==> config.mk <==
export PLATFORM = sky130hd
export DESIGN_NAME = ocx_tlx_rcv_rsp_fifo_credit
export DESIGN_NICKNAME = d
export VERILOG_FILES = /design/src/rtl/ocx_tlx_rcv_pkg.sv /design/src/rtl/ocx_tlx_rcv_credit_rtn_fsm.sv /design/src/rtl/ocx_tlx_rcv_rsp_fifo_credit.sv
export SDC_FILE = /design/constraint.sdc
export NUM_CORES = 1
export LEC_CHECK = 0
export CORE_MARGIN = 3
export CORE_UTILIZATION = 40
export CTS_BUF_LIST = sky130_fd_sc_hd__clkbuf_8 sky130_fd_sc_hd__clkbuf_16
export CTS_CLUSTER_SIZE = 8
export DETAILED_ROUTE_END_ITERATION = 10
export PLACE_DENSITY = 0.57
export RECOVER_POWER = 100
export SYNTH_ARGS = -nofsm -noshare
export SYNTH_HDL_FRONTEND = slang
export SYNTH_SLANG_ARGS = --single-unit
==> constraint.sdc <==
create_clock -name clock -period 6.3 [get_ports clock]
set_clock_uncertainty 0.05 [all_clocks]
set_input_delay 0.63 -clock clock [delete_from_list [all_inputs] [get_ports clock]]
set_output_delay 0.63 -clock clock [all_outputs]
set_load 0.1 [all_outputs]
==> src/rtl/ocx_tlx_rcv_pkg.sv <==
`default_nettype none
// ============================================================================
// Module   : ocx_tlx_rcv_pkg
// Brief    : Shared types and constants for the TLX receive response buffer.
//            Optional feature macro used by this slice: OCX_TLX_RSP_PARITY_EN.
// Revision : 1.0 - initial release
// ============================================================================
package ocx_tlx_rcv_pkg;

  // Credit return FSM encodings
  typedef enum logic [1:0] {
    CRD_INIT = 2'd0,
    CRD_IDLE = 2'd1,
    CRD_SEND = 2'd2
  } crd_state_e;

  localparam int OCX_TLX_RSP_WIDTH  = 56;
  localparam int OCX_TLX_RSP_DEPTH  = 16;
  localparam int OCX_TLX_RSP_ADDR_W = 4;
  // Credit counts span 0..DEPTH inclusive, hence one extra bit
  localparam int OCX_TLX_CRD_CNT_W  = OCX_TLX_RSP_ADDR_W + 1;

endpackage
`default_nettype wire

==> src/rtl/ocx_tlx_rcv_credit_rtn_fsm.sv <==
`default_nettype none
// ============================================================================
// Module   : ocx_tlx_rcv_credit_rtn_fsm
// Brief    : Accumulates drained entries and returns them to the remote
//            transmitter as link credits, either in batches or on idle timeout.
// Revision : 1.0 - initial release
// ============================================================================
module ocx_tlx_rcv_credit_rtn_fsm
  import ocx_tlx_rcv_pkg::*;
#(
  parameter int DEPTH        = OCX_TLX_RSP_DEPTH,
  parameter int ADDR_W       = OCX_TLX_RSP_ADDR_W,
  parameter int CREDIT_BATCH = 4,
  parameter int TIMEOUT      = 32
) (
  input  logic              clock,
  input  logic              reset,
  input  logic              pop,
  input  logic              credit_rtn_taken,
  output logic              credit_rtn_valid,
  output logic [ADDR_W:0]   credit_rtn_count
);

  localparam int TMR_W = $clog2(TIMEOUT + 1);
  localparam logic [ADDR_W:0]  C_DEPTH    = (ADDR_W + 1)'(DEPTH);
  localparam logic [ADDR_W:0]  C_BATCH    = (ADDR_W + 1)'(CREDIT_BATCH);
  localparam logic [TMR_W-1:0] C_TMO_LAST = TMR_W'(TIMEOUT - 1);

  crd_state_e        state_q, state_d;
  logic [ADDR_W:0]   acc_q, acc_d;
  logic [ADDR_W:0]   cnt_q, cnt_d;
  logic [TMR_W-1:0]  tmr_q, tmr_d;
  logic              vld_q, vld_d;
  logic [ADDR_W:0]   acc_inc;

  // Next-state: pops always accumulate; only IDLE may launch a new return.
  // The timer counts cycles with credits pending so a lone pop returns
  // exactly TIMEOUT cycles later.
  always_comb begin
    acc_inc = acc_q + {{ADDR_W{1'b0}}, pop};
    state_d = state_q;
    acc_d   = acc_inc;
    cnt_d   = cnt_q;
    tmr_d   = '0;
    vld_d   = vld_q;
    case (state_q)
      CRD_INIT: begin
        if (credit_rtn_taken) begin
          state_d = CRD_IDLE;
          vld_d   = 1'b0;
        end
      end
      CRD_IDLE: begin
        if ((acc_inc >= C_BATCH) || ((acc_q != '0) && (tmr_q >= C_TMO_LAST))) begin
          state_d = CRD_SEND;
          vld_d   = 1'b1;
          cnt_d   = acc_inc;
          acc_d   = '0;
        end else if (acc_inc != '0) begin
          tmr_d = tmr_q + 1'b1;
        end
      end
      CRD_SEND: begin
        if (credit_rtn_taken) begin
          state_d = CRD_IDLE;
          vld_d   = 1'b0;
        end
      end
      default: begin
        state_d = CRD_INIT;
        vld_d   = 1'b1;
        cnt_d   = C_DEPTH;
        acc_d   = '0;
      end
    endcase
  end

  // Credit FSM registers; reset re-advertises the full buffer
  always_ff @(posedge clock or posedge reset) begin
    if (reset) begin
      state_q <= CRD_INIT;
      acc_q   <= '0;
      cnt_q   <= C_DEPTH;
      tmr_q   <= '0;
      vld_q   <= 1'b1;
    end else begin
      state_q <= state_d;
      acc_q   <= acc_d;
      cnt_q   <= cnt_d;
      tmr_q   <= tmr_d;
      vld_q   <= vld_d;
    end
  end

  assign credit_rtn_valid = vld_q;
  assign credit_rtn_count = cnt_q;

endmodule
`default_nettype wire

==> src/rtl/ocx_tlx_rcv_rsp_fifo_credit.sv <==
`default_nettype none
// ============================================================================
// Module   : ocx_tlx_rcv_rsp_fifo_credit
// Brief    : TLX receive response FIFO with valid/ready output and link
//            credit return. Define OCX_TLX_RSP_PARITY_EN to store and check
//            even parity per entry.
// Revision : 1.0 - initial release
// ============================================================================
module ocx_tlx_rcv_rsp_fifo_credit
  import ocx_tlx_rcv_pkg::*;
#(
  parameter int DEPTH        = OCX_TLX_RSP_DEPTH,
  parameter int WIDTH        = OCX_TLX_RSP_WIDTH,
  parameter int ADDR_W       = OCX_TLX_RSP_ADDR_W,
  parameter int CREDIT_BATCH = 4,
  parameter int TIMEOUT      = 32
) (
  input  logic              clock,
  input  logic              reset,
  input  logic              rsp_in_valid,
  input  logic [WIDTH-1:0]  rsp_in_data,
  output logic              rsp_out_valid,
  output logic [WIDTH-1:0]  rsp_out_data,
  input  logic              rsp_out_ready,
  output logic              credit_rtn_valid,
  output logic [ADDR_W:0]   credit_rtn_count,
  input  logic              credit_rtn_taken,
  output logic [ADDR_W:0]   valid_entry_count,
  output logic              overflow_error,
  output logic              parity_error
);

`ifdef OCX_TLX_RSP_PARITY_EN
  localparam int MEM_W = WIDTH + 1;
`else
  localparam int MEM_W = WIDTH;
`endif
  localparam logic [ADDR_W:0] C_DEPTH = (ADDR_W + 1)'(DEPTH);

  logic [MEM_W-1:0]  mem_q [DEPTH];
  logic [ADDR_W-1:0] wr_ptr_q, wr_ptr_d;
  logic [ADDR_W-1:0] rd_ptr_q, rd_ptr_d;
  logic [ADDR_W:0]   count_q, count_d;
  logic              ovf_q, ovf_d;
  logic              full, pop, wr_en;
  logic [MEM_W-1:0]  wr_word;
  logic [MEM_W-1:0]  head;

  assign full  = (count_q == C_DEPTH);
  assign pop   = (count_q != '0) & rsp_out_ready;
  // A push while full only lands if the head leaves in the same cycle
  assign wr_en = rsp_in_valid & (~full | pop);
  assign head  = mem_q[rd_ptr_q];

`ifdef OCX_TLX_RSP_PARITY_EN
  assign wr_word = {^rsp_in_data, rsp_in_data};
`else
  assign wr_word = rsp_in_data;
`endif

  // Pointer, occupancy and overflow next-state
  always_comb begin
    wr_ptr_d = wr_ptr_q + {{(ADDR_W-1){1'b0}}, wr_en};
    rd_ptr_d = rd_ptr_q + {{(ADDR_W-1){1'b0}}, pop};
    ovf_d    = ovf_q | (rsp_in_valid & full & ~pop);
    count_d  = count_q;
    case ({wr_en, pop})
      2'b10:   count_d = count_q + 1'b1;
      2'b01:   count_d = count_q - 1'b1;
      default: count_d = count_q;
    endcase
  end

  // Storage array; contents need no reset since occupancy gates visibility
  always_ff @(posedge clock) begin
    if (wr_en) begin
      mem_q[wr_ptr_q] <= wr_word;
    end
  end

  // Control state registers
  always_ff @(posedge clock or posedge reset) begin
    if (reset) begin
      wr_ptr_q <= '0;
      rd_ptr_q <= '0;
      count_q  <= '0;
      ovf_q    <= 1'b0;
    end else begin
      wr_ptr_q <= wr_ptr_d;
      rd_ptr_q <= rd_ptr_d;
      count_q  <= count_d;
      ovf_q    <= ovf_d;
    end
  end

`ifdef OCX_TLX_RSP_PARITY_EN
  logic par_q, par_d;

  // Stored word carries even parity, so any odd XOR on pop is corruption
  always_comb begin
    par_d = par_q | (pop & (^head));
  end

  // Sticky parity error flag
  always_ff @(posedge clock or posedge reset) begin
    if (reset) begin
      par_q <= 1'b0;
    end else begin
      par_q <= par_d;
    end
  end

  assign parity_error = par_q;
`else
  assign parity_error = 1'b0;
`endif

  assign rsp_out_valid     = (count_q != '0);
  assign rsp_out_data      = head[WIDTH-1:0];
  assign valid_entry_count = count_q;
  assign overflow_error    = ovf_q;

  ocx_tlx_rcv_credit_rtn_fsm #(
    .DEPTH        (DEPTH),
    .ADDR_W       (ADDR_W),
    .CREDIT_BATCH (CREDIT_BATCH),
    .TIMEOUT      (TIMEOUT)
  ) u_crd (
    .clock            (clock),
    .reset            (reset),
    .pop              (pop),
    .credit_rtn_taken (credit_rtn_taken),
    .credit_rtn_valid (credit_rtn_valid),
    .credit_rtn_count (credit_rtn_count)
  );

endmodule
`default_nettype wire

==> results of run 1 <==
flip-flops by register name, indices dropped and copies added, names as in the netlist:
name and count:
mem_q 896, u_crd.acc_q 5, overflow_error 1, wr_ptr_q 4, valid_entry_count 5, u_crd.credit_rtn_valid 1, rd_ptr_q 4, u_crd.tmr_q 6
u_crd.credit_rtn_count 5, u_crd.state_q 2
kinds of logic after synthesis:
logic type	after synthesis	share of synthesized area
xor+xnor	15	0.003724
compound gates	15	0.002731
simple gates	69	0.009859
mux	285	0.1803
fa+ha+maj	12	0.004469
flops	929	0.7861
other cells	1	0.0001063
buf+inv	78	0.01270
cell usage in the layout, fill, tap and decap left out, types with 10 or more instances in the layout:
cell type and n:
sky130_fd_sc_hd__mux4_2 280, sky130_fd_sc_hd__dfrtp_1 27, sky130_fd_sc_hd__edfxtp_1 896, sky130_fd_sc_hd__clkbuf_1 16
sky130_fd_sc_hd__ha_1 11, sky130_fd_sc_hd__nor2_1 18, sky130_fd_sc_hd__nor3_1 10, sky130_fd_sc_hd__clkbuf_16 134
sky130_fd_sc_hd__inv_1 24, sky130_fd_sc_hd__dlygate4sd3_1 125
final cells by class:
type / count / area share
Clock buffer: 135 / 0.08074
Clock inverter: 31 / 0.008851
Timing Repair Buffer: 168 / 0.03882
Antenna cell: 7 / 0.0004200
Tap cell: 1155 / 0.03465
Inverter: 9 / 0.0008101
Multi-Input combinational cell: 397 / 0.1704
Sequential cell: 929 / 0.6653
power groups by stage:
stage               registers [mW]  clock network (mW)  logic [mW]
global route                  8.12                6.82        8.47
finish                        8.04                6.40        8.08
detailed placement            8.14                   0        8.46
global placement              8.11                   0        8.44
CTS                           8.03                6.56        8.48
floorplan                     7.99                   0        6.49
through the flow:
step / area (um2) / hold slack (ns)
floorplan: 35280 / 0.4093
global placement: 38180 / 0.4121
detailed placement: 38180 / 0.4137
CTS: 41920 / 0.2291
global route: 41690 / 0.4290
finish: 41700 / 0.4123
routing by layer:
layer	global-route usage	part of all wire	vias up
met3	0.03979	0.053	141
met4	0.05178	0.020	4
met1	0.2395	0.42	8615
li1	-	-	6507
met5	0	0.00034	-
met2	0.2928	0.51	404
synthesized netlist by cell type, drive strengths merged (7+ instances only):
cell,number
clkbuf,31
nor2,19
buf,38
dfrtp,31
xnor2,7
nor3,10
ha,11
edfxtp,896
nand2,9
nand3,9
mux4,280
inv,9
xor2,8
worst max-delay path by stage:
stage,slack [ns],to,startpoint,cells after the start
2_1_floorplan,0.16,mem_q[0][0],valid_entry_count[2],5
3_3_place_gp,2.03,rsp_out_data[55],rd_ptr_q[0],4
3_5_place_dp,2.02,rsp_out_data[35],rd_ptr_q[0],4
4_1_cts,1.22,rsp_out_data[55],rd_ptr_q[0],4
5_1_grt,0.61,mem_q[11][30],valid_entry_count[0],7
6_report,0.96,mem_q[11][30],valid_entry_count[0],7
worst max-delay path, stage by stage, from the launching register on:
cell	delay, ns
sky130_fd_sc_hd__dfrtp_1	0.44
sky130_fd_sc_hd__nor4_1	0.10
sky130_fd_sc_hd__nand3b_1	0.12
sky130_fd_sc_hd__nand2_1	0.15
sky130_fd_sc_hd__inv_1	0.16
sky130_fd_sc_hd__nand3_1	0.20
sky130_fd_sc_hd__nor2_1	2.22
sky130_fd_sc_hd__clkbuf_1	1.45
==> flow_summary_export.csv, run 1 <==
group,metric,value,unit
status,result_of_the_run,"finished, violations left",
status,violations,"max-capacitance violations, max-slew violations",
cts,h-tree-depth,4,
sta,setup_ws,0.9636,ns
synthesis,synth.ff_latch_count,929,
hold_path,hold_class,"reg2reg",
place,dpl.cell_count,2658,
synthesis,post_synth.cell_area_avg,25.13,um2
die,standard_cell_row_count,108,
global_routing,grt_max_degree,61,
cts,cts_tree,"built",
cts,worst_setup_hold_path_clk_slew,0.05,ns
finish,multiInputGateArea,7106,um2
critical_path,reg2reg_slack,0.96,ns
power,power.density_cell_area,540.1,nW/um2
detailed_routing,drt_iter0_drc,1535,
detailed_routing,drc,0,
finish,fill_cells,6982,
critical_path,worst_setup_path_start_kind,"flip-flop",
finish,fin_util,0.4785,
critical_path,worst-path-max-fanout,20,
critical_path,r2r_end,"mem_q[11][30]",
critical_path,cp.arrival,5.57,ns
synthesis,syn_nets,1477,
global_routing,global_route.usage.total,0.1779,
synthesis,synth-edff-count,896,
power,vdd_drop_max,0.0006749,V
global_routing,via_count_of_the_first_global_routing_pass,17010,
cts,cts_hold_repair.buffers,0,
critical_path,cp_data_required_time,6.54,ns
power,share_comb_of_total_power,0.359,
sta,report.final.hold_viol_count,0,
cts,cts_post_setup_buffers_inserted,0,
hold_path,worst_hold_path.endpoint,"overflow_error",
global_routing,grt_pass1_wl,116500,um
synthesis,synthesis.instances,1404,
synthesis,synthDominantAreaCellType,"sky130_fd_sc_hd__edfxtp_1",
detailed_routing,dr.pass1.iters,5,
sta,period_minus_slack,5.336,ns
finish,finish.net_count,1712,
sta,grt_setup_unrepaired,"no",
die,pin_count,131,
place,dp_hpwl,39830,um
hold_path,whs_path_depth,1,
sta,worst_pin_slew,4.467,ns
sta,setup-tns-final,0,ns
sta,finalSetupViolCount,0,
cts,cts-resized-gates,0,
job,timing.max_cap.violations,26,
hold_path,hp-start,"overflow_error",
place,gp_congestion,0.7219,
synthesis,main_area_contributors_after_synthesis,"sky130_fd_sc_hd__edfxtp_1, sky130_fd_sc_hd__mux4_2, sky130_fd_sc_hd__dfrtp_1",
die,fp.coreArea,87160,um2
die,die_y_extent,303.0,um
finish,area_growth_syn_to_layout,18.21,%
synthesis,cell_area_after_synthesis,35280,um2
power,leakagePower,13.24,nW
place,place_worst_setup_slack,2.025,ns
die,starting_density,0.4048,
detailed_routing,ant_nets,0,
detailed_routing,routedWlPerCell,28.02,um
die,die-area,91800,um2
cts,cts_made_buffers,134,
power,switching_share,0.3749,
sta,worst_slew_margin_rel,-1.978,
detailed_routing,post_drt_via_cell_ratio,5.535,
global_routing,overflow,0,
finish,layout-drive-gt1-share,0.2792,
critical_path,timing.rr.start,"valid_entry_count[0]",
power,switching_component_of_the_power,8.443,mW
global_routing,grt_antenna_before_repair,16,
detailed_routing,postRouteWirelength,79320,um
critical_path,crit_type,"reg2reg",
finish,register_area,27750,um2
die,die_w,303.0,um
synthesis,synth_flop_cell,"sky130_fd_sc_hd__edfxtp_1",
critical_path,timing.critical_path.to_type,"flip-flop",
sta,maxClockFrequency,187.4,MHz
cts,clock_sink_count,929,
finish,final_cells,2831,
power,clock_network_fraction_of_total_power,0.284,
critical_path,ff2ff_path_depth,7,
power,power,22.52,mW
cts,clk_path_buf_depth,3,
synthesis,async_reset_ff_frac,0.03552,
power,cell_internal_pwr,14.08,mW
cts,cts.root.buffer_cell,"sky130_fd_sc_hd__clkbuf_16",
synthesis,yosys.cell_types.count,41,
place,io_buffer_count,129,
power,seqPwrFrac,0.357,
detailed_routing,route.vias.total,15670,
synthesis,synth.yosys.seq_area_share,0.7861,
cts,insertion_delay,0.71,ns
synthesis,post-synth-top-area-fraction,0.7626,
sta,final_max_slew_viol_count,781,
synthesis,ys.warnings.count,0,
sta,min_period_over_period,0.8471,
Power figures use the tool's default switching activity.
==> run 2: changes to the inputs <==
- PLACE_DENSITY: 0.57 -> 0.59
- clock period: 6.3 -> 4.8 ns (I/O delays scaled with it)
==> flow_summary_export.csv, run 2 (synthesis gave the netlist of run 1 again) <==
group,metric,value,unit
power,leakagePower,13.22,nW
global_routing,grt_max_degree,79,
die,die_y_extent,303.0,um
cts,cts_tree,"built",
die,standard_cell_row_count,108,
critical_path,timing.rr.start,"valid_entry_count[0]",
sta,worst_slew_margin_rel,-0.6108,
cts,cts.root.buffer_cell,"sky130_fd_sc_hd__clkbuf_16",
critical_path,cp.arrival,3.87,ns
die,pin_count,131,
critical_path,path_common_cell,"sky130_fd_sc_hd__mux4_2",
finish,top_regs,"mem_q x896, u_crd.tmr_q x6",
sta,report.final.hold_viol_count,0,
finish,flip_flop_count_of_the_largest_register_all_copies_and_words_added,896,
critical_path,timing.critical_path.to_type,"primary output",
place,dp_hpwl,39350,um
detailed_routing,drt_iter0_drc,1279,
finish,final_common_cell,"sky130_fd_sc_hd__edfxtp_1",
cts,insertion_delay,0.70,ns
finish,area_growth_syn_to_layout,17.37,%
die,starting_density,0.4048,
hold_path,hp-start,"rsp_in_valid",
finish,layout-drive-gt1-share,0.3132,
status,violations,"max-capacitance violations, max-slew violations",
sta,grt_setup_unrepaired,"no",
cts,cts_made_buffers,134,
status,result_of_the_run,"finished, violations left",
hold_path,hold_class,"in2reg",
global_routing,overflow,0,
global_routing,grt_antenna_before_repair,11,
detailed_routing,drc,0,
die,fp.coreArea,87160,um2
detailed_routing,dr.pass1.iters,5,
global_routing,globalRoute.busiestLayer,"met2",
critical_path,worst_setup_path_start_kind,"flip-flop",
detailed_routing,routedWlPerCell,27.90,um
place,gp_congestion,0.6872,
critical_path,crit_path_start,"rd_ptr_q[0]",
critical_path,cpPeakStageDelay,0.98,ns
sta,final_max_slew_viol_count,624,
detailed_routing,route.vias.total,15480,
global_routing,grt_pass1_wl,116500,um
cts,worst_setup_hold_path_clk_slew,0.05,ns
detailed_routing,post_drt_via_cell_ratio,5.470,
finish,finish.net_count,1715,
detailed_routing,postRouteWirelength,78960,um
critical_path,critical_path.cell_chain,"buf_12 -> mux4_2 -> mux4_2 -> clkbuf_2",
place,io_buffer_count,129,
global_routing,via_count_of_the_first_global_routing_pass,16980,
cts,clock_sink_count,929,
critical_path,worst-path-max-fanout,78,
sta,finalSetupViolCount,0,
die,die_w,303.0,um
finish,final_cell_mix,"sky130_fd_sc_hd__edfxtp_1, sky130_fd_sc_hd__mux4_2, sky130_fd_sc_hd__clkbuf_16",
cts,cts-resized-gates,0,
power,vdd_drop_max,0.0007019,V
sta,fin_hold_ws,0.3470,ns
job,timing.max_cap.violations,22,
sta,worst_pin_slew,2.416,ns
critical_path,cp_data_required_time,4.27,ns
cts,cts_hold_repair.buffers,0,
global_routing,gr-usage-met1,0.2423,
critical_path,crit_type,"reg2out",
sta,setup-tns-final,0,ns
power,power.density_cell_area,703.9,nW/um2
global_routing,global_route.usage.total,0.1786,
cts,clk_path_buf_depth,3,
critical_path,critPathSlowestCell,"sky130_fd_sc_hd__dfrtp_4",
place,dpl.cell_count,2661,
sta,maxClockFrequency,227.3,MHz
sta,period_minus_slack,4.400,ns
global_routing,grt.met3_usage,0.04157,
die,die-area,91800,um2
global_routing,met2_layer_usage_reported_by_global_route,0.2914,
finish,final_cells,2830,
finish,registers.top_by_ff_count,"mem_q",
detailed_routing,ant_nets,0,
cts,h-tree-depth,4,
cts,cts_post_setup_buffers_inserted,0,
sta,min_period_over_period,0.9167,
finish,fill_cells,7036,
run 2: metal layers:
metal  part of all wire  vias to the layer above
li1                   -                     6521
met1               0.42                     8404
met2               0.50                      425
met3              0.057                      127
met4              0.020                        4
met5            0.00034                        -
run 2: stage by stage:
stage	worst slack, ns	cell area, um2	utilization	power, mW
global placement	1.159	38070	0.4368	21.47
CTS	0.3232	41740	0.4789	29.99
detailed placement	1.123	38070	0.4368	21.57
finish	0.3999	41410	0.4751	29.15
global route	0.1188	41390	0.4749	30.38
floorplan	0.1644	35300	-	19.00
run 2: worst paths after layout:
path,endpoint,slack [ns],cells after the start
min,overflow_error,0.35,3
max reg2reg,mem_q[15][9],0.55,7
max,rsp_out_data[18],0.40,4
min in group asynchronous,u_crd.tmr_q[5],0.82,3
min reg2reg,overflow_error,0.44,1
max in group asynchronous,rd_ptr_q[2],2.55,3
run 2: worst max-delay path: cells and delay by family, from the launching register on:
| family | cells | cell delay, ns |
|---|---|---|
| buf+inv | 2 | 0.92 |
| flops | 1 | 0.98 |
| mux | 2 | 1.09 |
run 2: final cells by class:
type                       instances  area (um2)  area share
tap                             1155        1445     0.03490
clock buffer                     136        3403     0.08219
inverter                           9       33.78   0.0008159
timing repair buffer             171        1353     0.03266
antenna                            5       12.51   0.0003022
sequential                       929       27750      0.6702
multi-input combinational        397        7143      0.1725
clock inverter                    28       267.8    0.006466
run 2: report_power, final:
group	leakage, nW	internal [mW]	switching (mW)
Sequential	8.50	9.86	0.573
Combinational	2.86	3.32	7.09
Clock	1.85	5.03	3.27
==> run 3: changes to the inputs <==
- CELL_PAD_IN_SITES_DETAIL_PLACEMENT: not set -> 0
- CELL_PAD_IN_SITES_GLOBAL_PLACEMENT: not set -> 2
- PLACE_DENSITY: 0.59 -> 0.69
==> flow_summary_export.csv, run 3 (synthesis gave the netlist of run 1 again) <==
group,metric,value,unit
finish,fin_util,0.4750,
cts,cts_post_setup_buffers_inserted,0,
sta,maxClockFrequency,227.1,MHz
critical_path,cpPeakStageDelay,0.88,ns
status,violations,"max-capacitance violations, max-slew violations",
die,die_y_extent,303.0,um
finish,top_regs,"mem_q x896, u_crd.tmr_q x6",
power,cell_internal_pwr,18.17,mW
place,gp_congestion,0.6829,
hold_path,hold_class,"in2reg",
global_routing,overflow,0,
critical_path,ff2ff_path_depth,7,
critical_path,cp_data_required_time,4.27,ns
power,power.density_cell_area,702.9,nW/um2
cts,worst_setup_hold_path_clk_slew,0.05,ns
finish,final_cells,2835,
cts,cts_tree,"built",
finish,final_common_cell,"sky130_fd_sc_hd__edfxtp_1",
detailed_routing,dr.pass1.iters,5,
hold_path,worst_hold_path.endpoint,"overflow_error",
sta,grt_setup_unrepaired,"no",
cts,clock_sink_count,929,
detailed_routing,post_drt_via_cell_ratio,5.540,
power,leakagePower,13.25,nW
critical_path,worst_setup_path_start_kind,"flip-flop",
status,result_of_the_run,"finished, violations left",
finish,layout-drive-gt1-share,0.3133,
global_routing,via_count_of_the_first_global_routing_pass,16720,
cts,h-tree-depth,4,
sta,worst_pin_slew,2.590,ns
finish,final_cell_mix,"sky130_fd_sc_hd__edfxtp_1, sky130_fd_sc_hd__mux4_2, sky130_fd_sc_hd__clkbuf_16",
sta,report.final.hold_viol_count,0,
detailed_routing,ant_nets,0,
die,fp.coreArea,87160,um2
critical_path,timing.critical_path.to_type,"primary output",
finish,finish.net_count,1716,
critical_path,crit_type,"reg2out",
cts,cts.root.buffer_cell,"sky130_fd_sc_hd__clkbuf_16",
job,timing.max_cap.violations,20,
place,io_buffer_count,129,
power,switching_component_of_the_power,10.94,mW
sta,setup-tns-final,0,ns
die,die_w,303.0,um
power,switching_share,0.3758,
die,starting_density,0.4048,
cts,insertion_delay,0.70,ns
sta,period_minus_slack,4.403,ns
detailed_routing,drc,0,
power,share_comb_of_total_power,0.356,
detailed_routing,route.vias.total,15710,
place,dpl.cell_count,2662,
power,clock_network_fraction_of_total_power,0.283,
die,pin_count,131,
finish,area_growth_syn_to_layout,17.36,%
power,vdd_drop_max,0.0007531,V
cts,cts-resized-gates,0,
detailed_routing,drt_iter0_drc,1433,
global_routing,grt_pass1_wl,114500,um
cts,cts_hold_repair.buffers,0,
cts,cts_made_buffers,134,
hold_path,hp-start,"rsp_in_valid",
global_routing,grt_antenna_before_repair,14,
finish,flip_flop_count_of_the_largest_register_all_copies_and_words_added,896,
finish,fill_cells,7049,
critical_path,reg2reg_slack,0.49,ns
sta,setup_ws,0.3969,ns
sta,min_period_over_period,0.9173,
place,dp_hpwl,39350,um
cts,clk_path_buf_depth,3,
place,place_worst_setup_slack,1.109,ns
sta,final_max_slew_viol_count,579,
sta,finalSetupViolCount,0,
critical_path,critical_path.cell_chain,"buf_4 -> mux4_2 -> mux4_2 -> clkbuf_2",
detailed_routing,postRouteWirelength,78230,um
global_routing,global_route.usage.total,0.1744,
critical_path,worst-path-max-fanout,37,
die,die-area,91800,um2
critical_path,timing.rr.start,"valid_entry_count[3]",
hold_path,whs_path_depth,3,
critical_path,cp.arrival,3.87,ns
sta,worst_slew_margin_rel,-0.7269,
critical_path,path_common_cell,"sky130_fd_sc_hd__mux4_2",
critical_path,critPathSlowestCell,"sky130_fd_sc_hd__dfrtp_4",
detailed_routing,routedWlPerCell,27.59,um
power,seqPwrFrac,0.360,
die,standard_cell_row_count,108,
global_routing,grt_max_degree,93,
sta,fin_hold_ws,0.3243,ns
critical_path,r2r_end,"mem_q[14][40]",
finish,registers.top_by_ff_count,"mem_q",
==> run 3: worst max path at each step <==
stage,from,endpoint,cells past startpoint
after detailed placement,rd_ptr_q[0],rsp_out_data[4],4
after floorplan,valid_entry_count[2],mem_q[12][0],5
after CTS,rd_ptr_q[0],rsp_out_data[4],4
final,rd_ptr_q[0],rsp_out_data[9],4
after global placement,rd_ptr_q[0],rsp_out_data[4],4
after global routing,rd_ptr_q[0],rsp_out_data[9],4
==> run 3: power groups by stage <==
stage / Clock (mW) / Sequential [mW] / Combinational, mW
after floorplan: 0 / 10.5 / 8.53
after global placement: 0 / 10.6 / 10.9
after detailed placement: 0 / 10.6 / 11.0
after CTS: 8.47 / 10.5 / 11.0
after global routing: 8.81 / 10.6 / 10.9
final: 8.25 / 10.5 / 10.4
==> run 3: metrics by stage <==
step	cell area (um2)	power [mW]
final	41400	29.10
after global routing	41400	30.25
after CTS	41760	29.94
after detailed placement	38080	21.58
after global placement	38080	21.52
after floorplan	35300	19.00
==> run 3: worst max-delay path: cells and delay by family, from the launching register on <==
| family | cells | cell delay (ns) |
|---|---|---|
| muxes | 2 | 1.15 |
| buffers and inverters | 2 | 1.13 |
| DFF | 1 | 0.88 |
==> run 3: area by class of cell <==
class                           count  area [um2]  area share
Antenna cell                        1       2.502  0.00006044
Clock buffer                      136        3392     0.08193
Clock inverter                     36       291.5    0.007041
Inverter                            9       33.78   0.0008159
Multi-Input combinational cell    397        7162      0.1730
Sequential cell                   929       27750      0.6702
Tap cell                         1155        1445     0.03490
Timing Repair Buffer              172        1328     0.03206
==> run 3: routing by layer <==
metal	track usage	vias to the layer above	routed length [um]
met1	0.2351	8573	33060
met3	0.03914	132	4161
met2	0.2872	475	39420
met5	0	-	54
met4	0.05017	8	1529
li1	-	6519	-
